===== config.mk =====
export PLATFORM = sky130hd
export DESIGN_NAME = text_bitmap_renderer
export DESIGN_NICKNAME = d
export VERILOG_FILES = /design/src/rtl/text_bitmap_renderer.sv
export SDC_FILE = /design/constraint.sdc
export NUM_CORES = 1
export LEC_CHECK = 0
export CORE_MARGIN = 5
export CORE_UTILIZATION = 44
export CTS_BUF_LIST = sky130_fd_sc_hd__clkbuf_2
export DETAILED_ROUTE_END_ITERATION = 10
export PLACE_DENSITY = 0.89
export SLEW_MARGIN = 20
export SYNTH_ARGS = -nofsm -noshare
export SYNTH_HDL_FRONTEND = slang
export SYNTH_SLANG_ARGS = --single-unit

===== constraint.sdc =====
create_clock -name clk -period 5.93 [get_ports clk]
set_clock_uncertainty 0.1 [all_clocks]
set_input_delay 0.8895 -clock clk [delete_from_list [all_inputs] [get_ports clk]]
set_output_delay 0.8895 -clock clk [all_outputs]
set_load 0.01 [all_outputs]

===== src/rtl/text_bitmap_renderer.sv =====
// text_bitmap_renderer
//   Reader side of the 108x26 text-bitmap ROM. Turns VGA pixel coordinates
//   into a ROM row address, picks the addressed bit out of the returned row
//   word and produces the pixel colour for the text window. Two-stage
//   pipeline (coordinates -> rgb/text_on in exactly 2 clk), with optional
//   per-frame horizontal scrolling (marquee) and blinking.
//
// Ports
//   clk         pixel clock
//   reset       asynchronous, active-high reset
//   pixel_x     current pixel column from the sync generator (10 bit)
//   pixel_y     current pixel row from the sync generator (10 bit)
//   video_on    visible-area flag
//   frame_tick  one-cycle pulse at start of vertical blank
//   scroll_en   advance the scroll offset on each frame_tick
//   blink_en    enable blinking
//   rom_addr    registered ROM row address (5 bit)
//   rom_data    ROM row word, combinational ROM; bit 107 is column 0
//   text_on     registered "text pixel lit" flag
//   rgb         registered 8-bit pixel colour
module text_bitmap_renderer #(
  parameter int unsigned ORIGIN_X     = 266,
  parameter int unsigned ORIGIN_Y     = 227,
  parameter int unsigned TEXT_W       = 108,
  parameter int unsigned TEXT_H       = 26,
  parameter logic [7:0]  FG_COLOR     = 8'hFF,
  parameter logic [7:0]  BG_COLOR     = 8'h00,
  parameter int unsigned BLINK_FRAMES = 30
) (
  input  logic                clk,
  input  logic                reset,
  input  logic [9:0]          pixel_x,
  input  logic [9:0]          pixel_y,
  input  logic                video_on,
  input  logic                frame_tick,
  input  logic                scroll_en,
  input  logic                blink_en,
  output logic [4:0]          rom_addr,
  input  logic [TEXT_W-1:0]   rom_data,
  output logic                text_on,
  output logic [7:0]          rgb
);

  localparam int unsigned CNT_W = $clog2(BLINK_FRAMES + 1);
  localparam logic [CNT_W-1:0] BLINK_LAST = CNT_W'(BLINK_FRAMES - 1);

  // Stage 1 state
  logic             r_in_box_s1;
  logic [6:0]       r_col_s1;
  logic [4:0]       r_rom_addr;

  // Stage 2 state
  logic             r_text_on;
  logic [7:0]       r_rgb;

  // Per-frame counters
  logic [6:0]       r_scroll_off;
  logic [CNT_W-1:0] r_blink_cnt;
  logic             r_blink_vis;

  // Combinational stage-1 terms
  logic             w_in_box;
  logic [6:0]       w_dx;
  logic [4:0]       w_dy;
  logic [7:0]       w_sum;
  logic [7:0]       w_col;

  // Combinational stage-2 terms
  logic [6:0]       w_idx;
  logic             w_bit;
  logic             w_lit;

  // Window test is done on full-width coordinates before any subtraction,
  // so columns left of the window can never alias into it.
  always_comb begin
    w_in_box = video_on
             && (32'(pixel_x) >= ORIGIN_X) && (32'(pixel_x) < ORIGIN_X + TEXT_W)
             && (32'(pixel_y) >= ORIGIN_Y) && (32'(pixel_y) < ORIGIN_Y + TEXT_H);
    // Inside the window the offsets are < 128 / < 32, so the low bits of
    // the modular difference are exact.
    w_dx  = pixel_x[6:0] - 7'(ORIGIN_X);
    w_dy  = pixel_y[4:0] - 5'(ORIGIN_Y);
    // dx + scroll_off < 2*TEXT_W, so one conditional subtract is the modulo.
    w_sum = {1'b0, w_dx} + {1'b0, r_scroll_off};
    w_col = (w_sum >= 8'(TEXT_W)) ? (w_sum - 8'(TEXT_W)) : w_sum;
  end

  always_comb begin
    w_idx = 7'(TEXT_W - 1) - r_col_s1;
    w_bit = rom_data[w_idx];
    w_lit = r_in_box_s1 & w_bit & (r_blink_vis | ~blink_en);
  end

  // Pipeline
  always_ff @(posedge clk or posedge reset) begin
    if (reset) begin
      r_in_box_s1 <= 1'b0;
      r_col_s1    <= '0;
      r_rom_addr  <= '0;
      r_text_on   <= 1'b0;
      r_rgb       <= BG_COLOR;
    end else begin
      r_in_box_s1 <= w_in_box;
      if (w_in_box) begin
        r_rom_addr <= w_dy;
        r_col_s1   <= w_col[6:0];
      end else begin
        r_rom_addr <= '0;
        r_col_s1   <= '0;
      end
      r_text_on <= w_lit;
      r_rgb     <= w_lit ? FG_COLOR : BG_COLOR;
    end
  end

  // Scroll and blink counters advance only on frame_tick; pixels already in
  // stage 1 keep the column computed with the previous offset.
  always_ff @(posedge clk or posedge reset) begin
    if (reset) begin
      r_scroll_off <= '0;
      r_blink_cnt  <= '0;
      r_blink_vis  <= 1'b1;
    end else if (frame_tick) begin
      if (scroll_en) begin
        if (r_scroll_off == 7'(TEXT_W - 1)) begin
          r_scroll_off <= '0;
        end else begin
          r_scroll_off <= r_scroll_off + 7'd1;
        end
      end
      if (r_blink_cnt == BLINK_LAST) begin
        r_blink_cnt <= '0;
        r_blink_vis <= ~r_blink_vis;
      end else begin
        r_blink_cnt <= r_blink_cnt + 1'b1;
      end
    end
  end

  assign rom_addr = r_rom_addr;
  assign text_on  = r_text_on;
  assign rgb      = r_rgb;

endmodule

==> flow_summary.yaml, run 1 <==
run_status:
  run_status: "completed"
worst_setup_path:
  cp-end-kind: "register"
  worstPathArrival_ns: 3.56
  start_kind: "primary input"
  crit_slowest_cell: "clkdlybuf4s50_1"
  crit_type: "in -> reg"
  critical_path.cell_chain: "clkdlybuf4s50_1, inv_1, ha_1, inv_1, ha_1, a21oi_1, o21ai_1, a21o_1, a21oi_1, a21boi_2, mux2i_1, nor2_1"
  slowest_delay_ns: 0.54
  cp.required_ns: 6.05
  critPathMaxFanout: 4
drt:
  antenna_left: 0
  routed_wl_um: 9031
  route.vias.total: 2740
  dr.pass1.iters: 4
  drc: 0
  drt_iter0_markers: 181
  wl_per_cell_um: 18.54
  routed_via_density: 5.626
placement:
  dp_cells: 483
  routabilityCongestion: 0.9052
  post-dp-hpwl_um: 7819
  port_buffers: 147
timing:
  slew_headroom_pct: 52.61
  setup_violations: 0
  rsz0062_at_grt: "no"
  timing.fmax_ghz: 0.2905
  slew_viol_final: 0
  tns_ns: 0
  fin_crit_ns: 3.442
  hold_viol_final: 0
  worst_pin_slew_ns: 0.7061
  finalCritPeriodShare_pct: 58.05
clocking:
  cts_resized: 0
  clock_sink_count: 27
  root_buffer: "clkbuf_2"
  numCtsBuffers: 3
  cts_tree: "built"
  hold_buffers: 0
  htree_levels: 1
  clock_latency_ns: 0.36
  cts.path.max_buffers: 2
  clkTransAtPathRegs_ns: 0.22
  cts_setup_buffers: 0
finish:
  nets: 562
  fin_cells: 487
  multi_input_comb_area_mm2: 0.001898
  fillers: 495
  syn2layout_area_growth_pct: 52.57
  seqCellArea_um2: 676.9
  diodes: 0
  layout-drive-gt1-share_pct: 10.00
synth:
  ys.flop_type: "dfrtp_1"
  syn_nets: 430
  yosys_warnings: 0
  async_reset_ff_share_pct: 100.0
  synth-edff-count: 0
  synthesis.area_mm2: 0.002775
  synth_cells: 279
  synth_common_cells: "mux4_2, dfrtp_1, nand2_1"
  synth_top_area_cell: "dfrtp_1"
  synth_seq_cells: 27
  netlist.area_leader.share_pct: 23.44
  ys_types: 45
  yosysMostFrequentCell: "mux4_2"
  avgSynthCellArea_um2: 9.947
  synth.area.top_cells: "dfrtp_1, mux4_2, ha_1"
  yosysSeqAreaShare_pct: 24.39
grt:
  gr-usage-met3_pct: 3.779
  grt_pass1_wl_um: 14170
  grt.total_usage_pct: 23.14
  antenna_found_initial: 0
  grtUsageMet2_pct: 43.47
  grt_pass1_vias: 2850
  grt_max_degree: 28
  grt_busiest_layer: "met2"
  grt_use_met1_pct: 27.52
  overflow: 0
floorplan:
  rows: 29
  io_pins: 148
  coreArea_mm2: 0.006241
  dieWidth_um: 89.42
  initial_core_util_pct: 44.47
  fp.dieH_um: 89.42
  die-area_mm2: 0.007995
pwr:
  power_w: 0.0007301
  powerDensity_mw_per_mm2: 172.4
  ir_drop_mv: 0.1567
  leakagePower_nw: 1.656
run:
  cap_violations: 0
min_path:
  hold_path.class: "reg -> reg"
-- stage by stage --
| stage | hold slack [ns] | utilization [%] | setup slack [ns] | area (um^2) |
|---|---|---|---|---|
| 2_1_floorplan | 0.3663 | - | 2.987 | 2775 |
| 3_3_place_gp | 0.3849 | 67.52 | 2.274 | 4214 |
| 3_5_place_dp | 0.3953 | 67.52 | 2.119 | 4214 |
| 4_1_cts | 0.4210 | 67.84 | 2.520 | 4234 |
| 5_1_grt | 0.4322 | 67.84 | 2.336 | 4234 |
| 6_report | 0.4135 | 67.84 | 2.488 | 4234 |
-- worst max-delay path: cells and delay by family --
kind | cells | cell delay, ns
AOI/OAI and AO/OA | 5 | 1.14
buffers and inverters | 3 | 0.66
adders and majority gates | 2 | 0.59
muxes | 1 | 0.22
and+or+nand+nor | 1 | 0.06
-- path summary, 6_finish.rpt --
kind                                   from              to  slack [ns]  depth (start not counted)
worst max-delay path             pixel_x[1]     r_col_s1[3]        2.49                         12
worst min-delay path            r_in_box_s1          rgb[6]        0.41                          2
worst max register to register  r_col_s1[2]          rgb[6]        2.88                          9
worst min register to register  r_in_box_s1          rgb[6]        0.41                          2
max in group asynchronous             reset     r_col_s1[1]        4.58                          2
min in group asynchronous             reset  r_blink_cnt[0]        0.75                          2
-- area by class of cell --
| class | instances | area share (%) |
|---|---|---|
| clock buffer | 3 | 0.3546 |
| clock inverter | 1 | 0.1182 |
| inverter | 15 | 1.330 |
| multi-input combinational | 215 | 44.83 |
| sequential | 27 | 15.99 |
| tap | 77 | 2.275 |
| timing repair buffer | 149 | 35.11 |
-- registers in the layout, indices dropped and copies added, names as in the netlist --
signal and cells:
r_col_s1 7, r_scroll_off 7, r_blink_cnt 5, rom_addr 5, r_blink_vis 1, r_in_box_s1 1, rgb 1
-- where the power goes --
part           switching (W)  internal [W]   total, W
Clock              0.0000523     0.0000153  0.0000676
Sequential         0.0000456      0.000219   0.000265
Combinational       0.000178      0.000220   0.000398
-- logic make-up after synthesis --
group / after synthesis / synth area share (%)
simple gates: 87 / 16.32
compound gates: 56 / 12.49
buf+inv: 37 / 7.213
mux: 35 / 25.34
flops: 27 / 24.39
xor+xnor: 20 / 6.312
fa+ha+maj: 17 / 7.935
-- layout by cell type (no fill, tap or decap), types with 2 or more instances in the layout --
| cell | synthesis | routed |
|---|---|---|
| nand4_1 | 4 | 4 |
| and3_1 | 3 | 3 |
| nand2_1 | 22 | 22 |
| nor2b_1 | 6 | 6 |
| buf_4 | 9 | 2 |
| a21oi_1 | 17 | 17 |
| and2_1 | 3 | 3 |
| nor3_1 | 2 | 2 |
| o21ai_1 | 6 | 6 |
| dfrtp_1 | 26 | 26 |
| a22oi_1 | 3 | 3 |
| mux4_2 | 28 | 28 |
| ha_1 | 16 | 16 |
| o21ai_0 | 10 | 10 |
| xor2_1 | 10 | 10 |
| mux2_2 | 2 | 2 |
| clkbuf_2 | 0 | 3 |
| clkdlybuf4s50_1 | 0 | 147 |
| nand3_1 | 10 | 10 |
| inv_1 | 15 | 14 |
| o2111ai_1 | 3 | 3 |
| a21o_1 | 2 | 2 |
| o22ai_1 | 5 | 5 |
| nor2_1 | 16 | 16 |
| nor3b_1 | 3 | 3 |
| or3_1 | 6 | 6 |
| nand2b_1 | 6 | 6 |
| a31oi_1 | 4 | 4 |
| mux2i_1 | 5 | 5 |
| xnor2_1 | 10 | 10 |
-- layer usage --
metal | share of wire (%) | up-vias
li1 | - | 1293
met1 | 39 | 1344
met2 | 55 | 83
met3 | 4.2 | 20
met4 | 2.3 | 0
met5 | 0 | -
(Power assumes the default switching activity.)
==> run 2, diff against run 1 <==
--- a/config.mk
+++ b/config.mk
@@ -6,10 +6,10 @@
 export NUM_CORES = 1
 export LEC_CHECK = 0
 export CORE_MARGIN = 5
-export CORE_UTILIZATION = 44
+export CORE_UTILIZATION = 41
 export CTS_BUF_LIST = sky130_fd_sc_hd__clkbuf_2
 export DETAILED_ROUTE_END_ITERATION = 10
-export PLACE_DENSITY = 0.89
+export PLACE_DENSITY = 0.83
 export SLEW_MARGIN = 20
 export SYNTH_ARGS = -nofsm -noshare
 export SYNTH_HDL_FRONTEND = slang
==> constraint.sdc (replaced) <==
create_clock -name clk -period 3.2 [get_ports clk]
set_clock_uncertainty 0.1 [all_clocks]
set_input_delay 0.48 -clock clk [delete_from_list [all_inputs] [get_ports clk]]
set_output_delay 0.48 -clock clk [all_outputs]
set_load 0.01 [all_outputs]
==> flow_summary.yaml, run 2 (synthesis gave the netlist of run 1 again) <==
pwr:
  pwr-share-clk_pct: 9.3
  leakagePower_nw: 1.692
  swShare_pct: 37.18
  intPower_w: 0.0008673
  powerDensity_mw_per_mm2: 321.8
  ir_drop_mv: 0.3079
  comb_power_share_pct: 55.2
  switchingPower_w: 0.0005133
  seqPwrFrac_pct: 35.5
placement:
  port_buffers: 147
  place_area_mm2: 0.004270
  pre_cts_ws_ns: -0.08526
  post-dp-hpwl_um: 7834
  dp_cells: 493
  routabilityCongestion: 0.9492
grt:
  grt_max_degree: 28
  grt_pass1_wl_um: 14660
  overflow: 0
  antenna_found_initial: 0
  grtUsageMet2_pct: 40.57
  grt.total_usage_pct: 21.67
  grt_busiest_layer: "met2"
  grt_use_met1_pct: 26.12
  gr-usage-met3_pct: 3.281
  grt_pass1_vias: 2878
worst_setup_path:
  cp_num_buf_inv: 3
  critPathMaxFanout: 4
  critical_path.cell_chain: "clkdlybuf4s50_1, inv_1, ha_1, inv_1, ha_1, nor2b_1, o21ai_1, a21boi_0, or3_1, o2111ai_1, a21boi_2, o21ai_1, a21oi_1"
  slowest_delay_ns: 0.51
  crit_type: "in -> reg"
  start_kind: "primary input"
  cp-end-kind: "register"
  cp.required_ns: 3.33
  cp_top_family: "compound AO/OA/AOI/OAI gates"
  worstPathArrival_ns: 3.05
  crit_slowest_cell: "clkdlybuf4s50_1"
finish:
  fillers: 565
  final_common_cell: "clkdlybuf4s50_1"
  fin_cells: 497
  layout-drive-gt1-share_pct: 11.27
  diodes: 0
  nets: 569
  top_regs: "r_col_s1 x7, r_scroll_off x7"
  syn2layout_area_growth_pct: 54.60
  final_area_mm2: 0.004290
  final_cell_mix: "clkdlybuf4s50_1, mux4_2, dfrtp_1"
timing:
  worst_pin_slew_ns: 0.6749
  slew_viol_final: 0
  finalCritPeriodShare_pct: 91.19
  hold_viol_final: 0
  setup_slack_ns: 0.2819
  slew_headroom_pct: 54.71
  fin_crit_ns: 2.918
  tns_ns: 0
  setup_violations: 0
  timing.fmax_ghz: 0.3427
  rsz0062_at_grt: "no"
drt:
  wl_per_cell_um: 18.27
  antenna_left: 0
  routed_wl_um: 9081
  routed_via_density: 5.525
  route.vias.total: 2746
  drt_iter0_markers: 165
  dr.pass1.iters: 4
  drc: 0
floorplan:
  rows: 30
  fp.dieH_um: 92.27
  io_pins: 148
  die-area_mm2: 0.008514
  dieWidth_um: 92.27
  initial_core_util_pct: 41.54
  coreArea_mm2: 0.006681
clocking:
  numCtsBuffers: 3
  clock_sink_count: 27
  clkTransAtPathRegs_ns: 0.24
  cts_resized: 0
  cts.path.max_buffers: 2
  cts_setup_buffers: 0
  root_buffer: "clkbuf_2"
  clock_latency_ns: 0.35
  hold_buffers: 0
  htree_levels: 1
  cts_tree: "built"
run_status:
  run_status: "completed"
run:
  cap_violations: 0
min_path:
  hold_path.class: "in -> async"
-- run 2: power by group through the flow --
stage               clock network [W]  registers (W)  logic [W]
floorplan                           0       0.000471   0.000469
global placement                    0       0.000491   0.000722
finish                       0.000128       0.000491   0.000762
detailed placement                  0       0.000495   0.000751
global route                 0.000146       0.000502   0.000849
CTS                          0.000135       0.000489   0.000756
-- run 2: final timing paths --
path / start / to / slack (ns) / depth (start not counted)
max in group asynchronous: reset / r_blink_vis / 2.36 / 3
min in group clk: r_in_box_s1 / rgb[6] / 0.41 / 2
worst min-delay path: reset / r_blink_cnt[1] / 0.35 / 3
worst min register to register: r_in_box_s1 / rgb[6] / 0.41 / 2
worst max-delay path: pixel_x[1] / r_col_s1[5] / 0.28 / 13
worst max register to register: r_scroll_off[0] / r_col_s1[3] / 0.52 / 11
-- run 2: worst min-delay path, cell delays in order --
cell,delay (ns)
clkdlybuf4s50_1,0.40
inv_1,0.05
buf_4,0.32
-- run 2: routing by layer --
layer / vias to the layer above / wire length (um)
met1: 1325 / 3570
met2: 96 / 4890
met5: - / 0
met4: 0 / 213
met3: 16 / 406
li1: 1309 / -
-- run 2: layout make-up --
| type | instances | area, um^2 | area share [%] |
|---|---|---|---|
| clock buffer | 4 | 20.02 | 0.4666 |
| tap | 80 | 100.1 | 2.333 |
| sequential | 27 | 676.9 | 15.78 |
| inverter | 15 | 56.30 | 1.312 |
| timing repair buffer | 156 | 1539 | 35.87 |
| multi-input combinational | 215 | 1898 | 44.24 |
-- run 2: metrics by stage --
stage | hold WS, ns | util [%] | total power [W]
after floorplan | 0.3663 | - | 0.0009400
after global placement | 0.3856 | 63.91 | 0.001213
after detailed placement | 0.3935 | 63.91 | 0.001246
after CTS | 0.3437 | 64.21 | 0.001380
after global routing | 0.3577 | 64.21 | 0.001497
final | 0.3452 | 64.21 | 0.001381
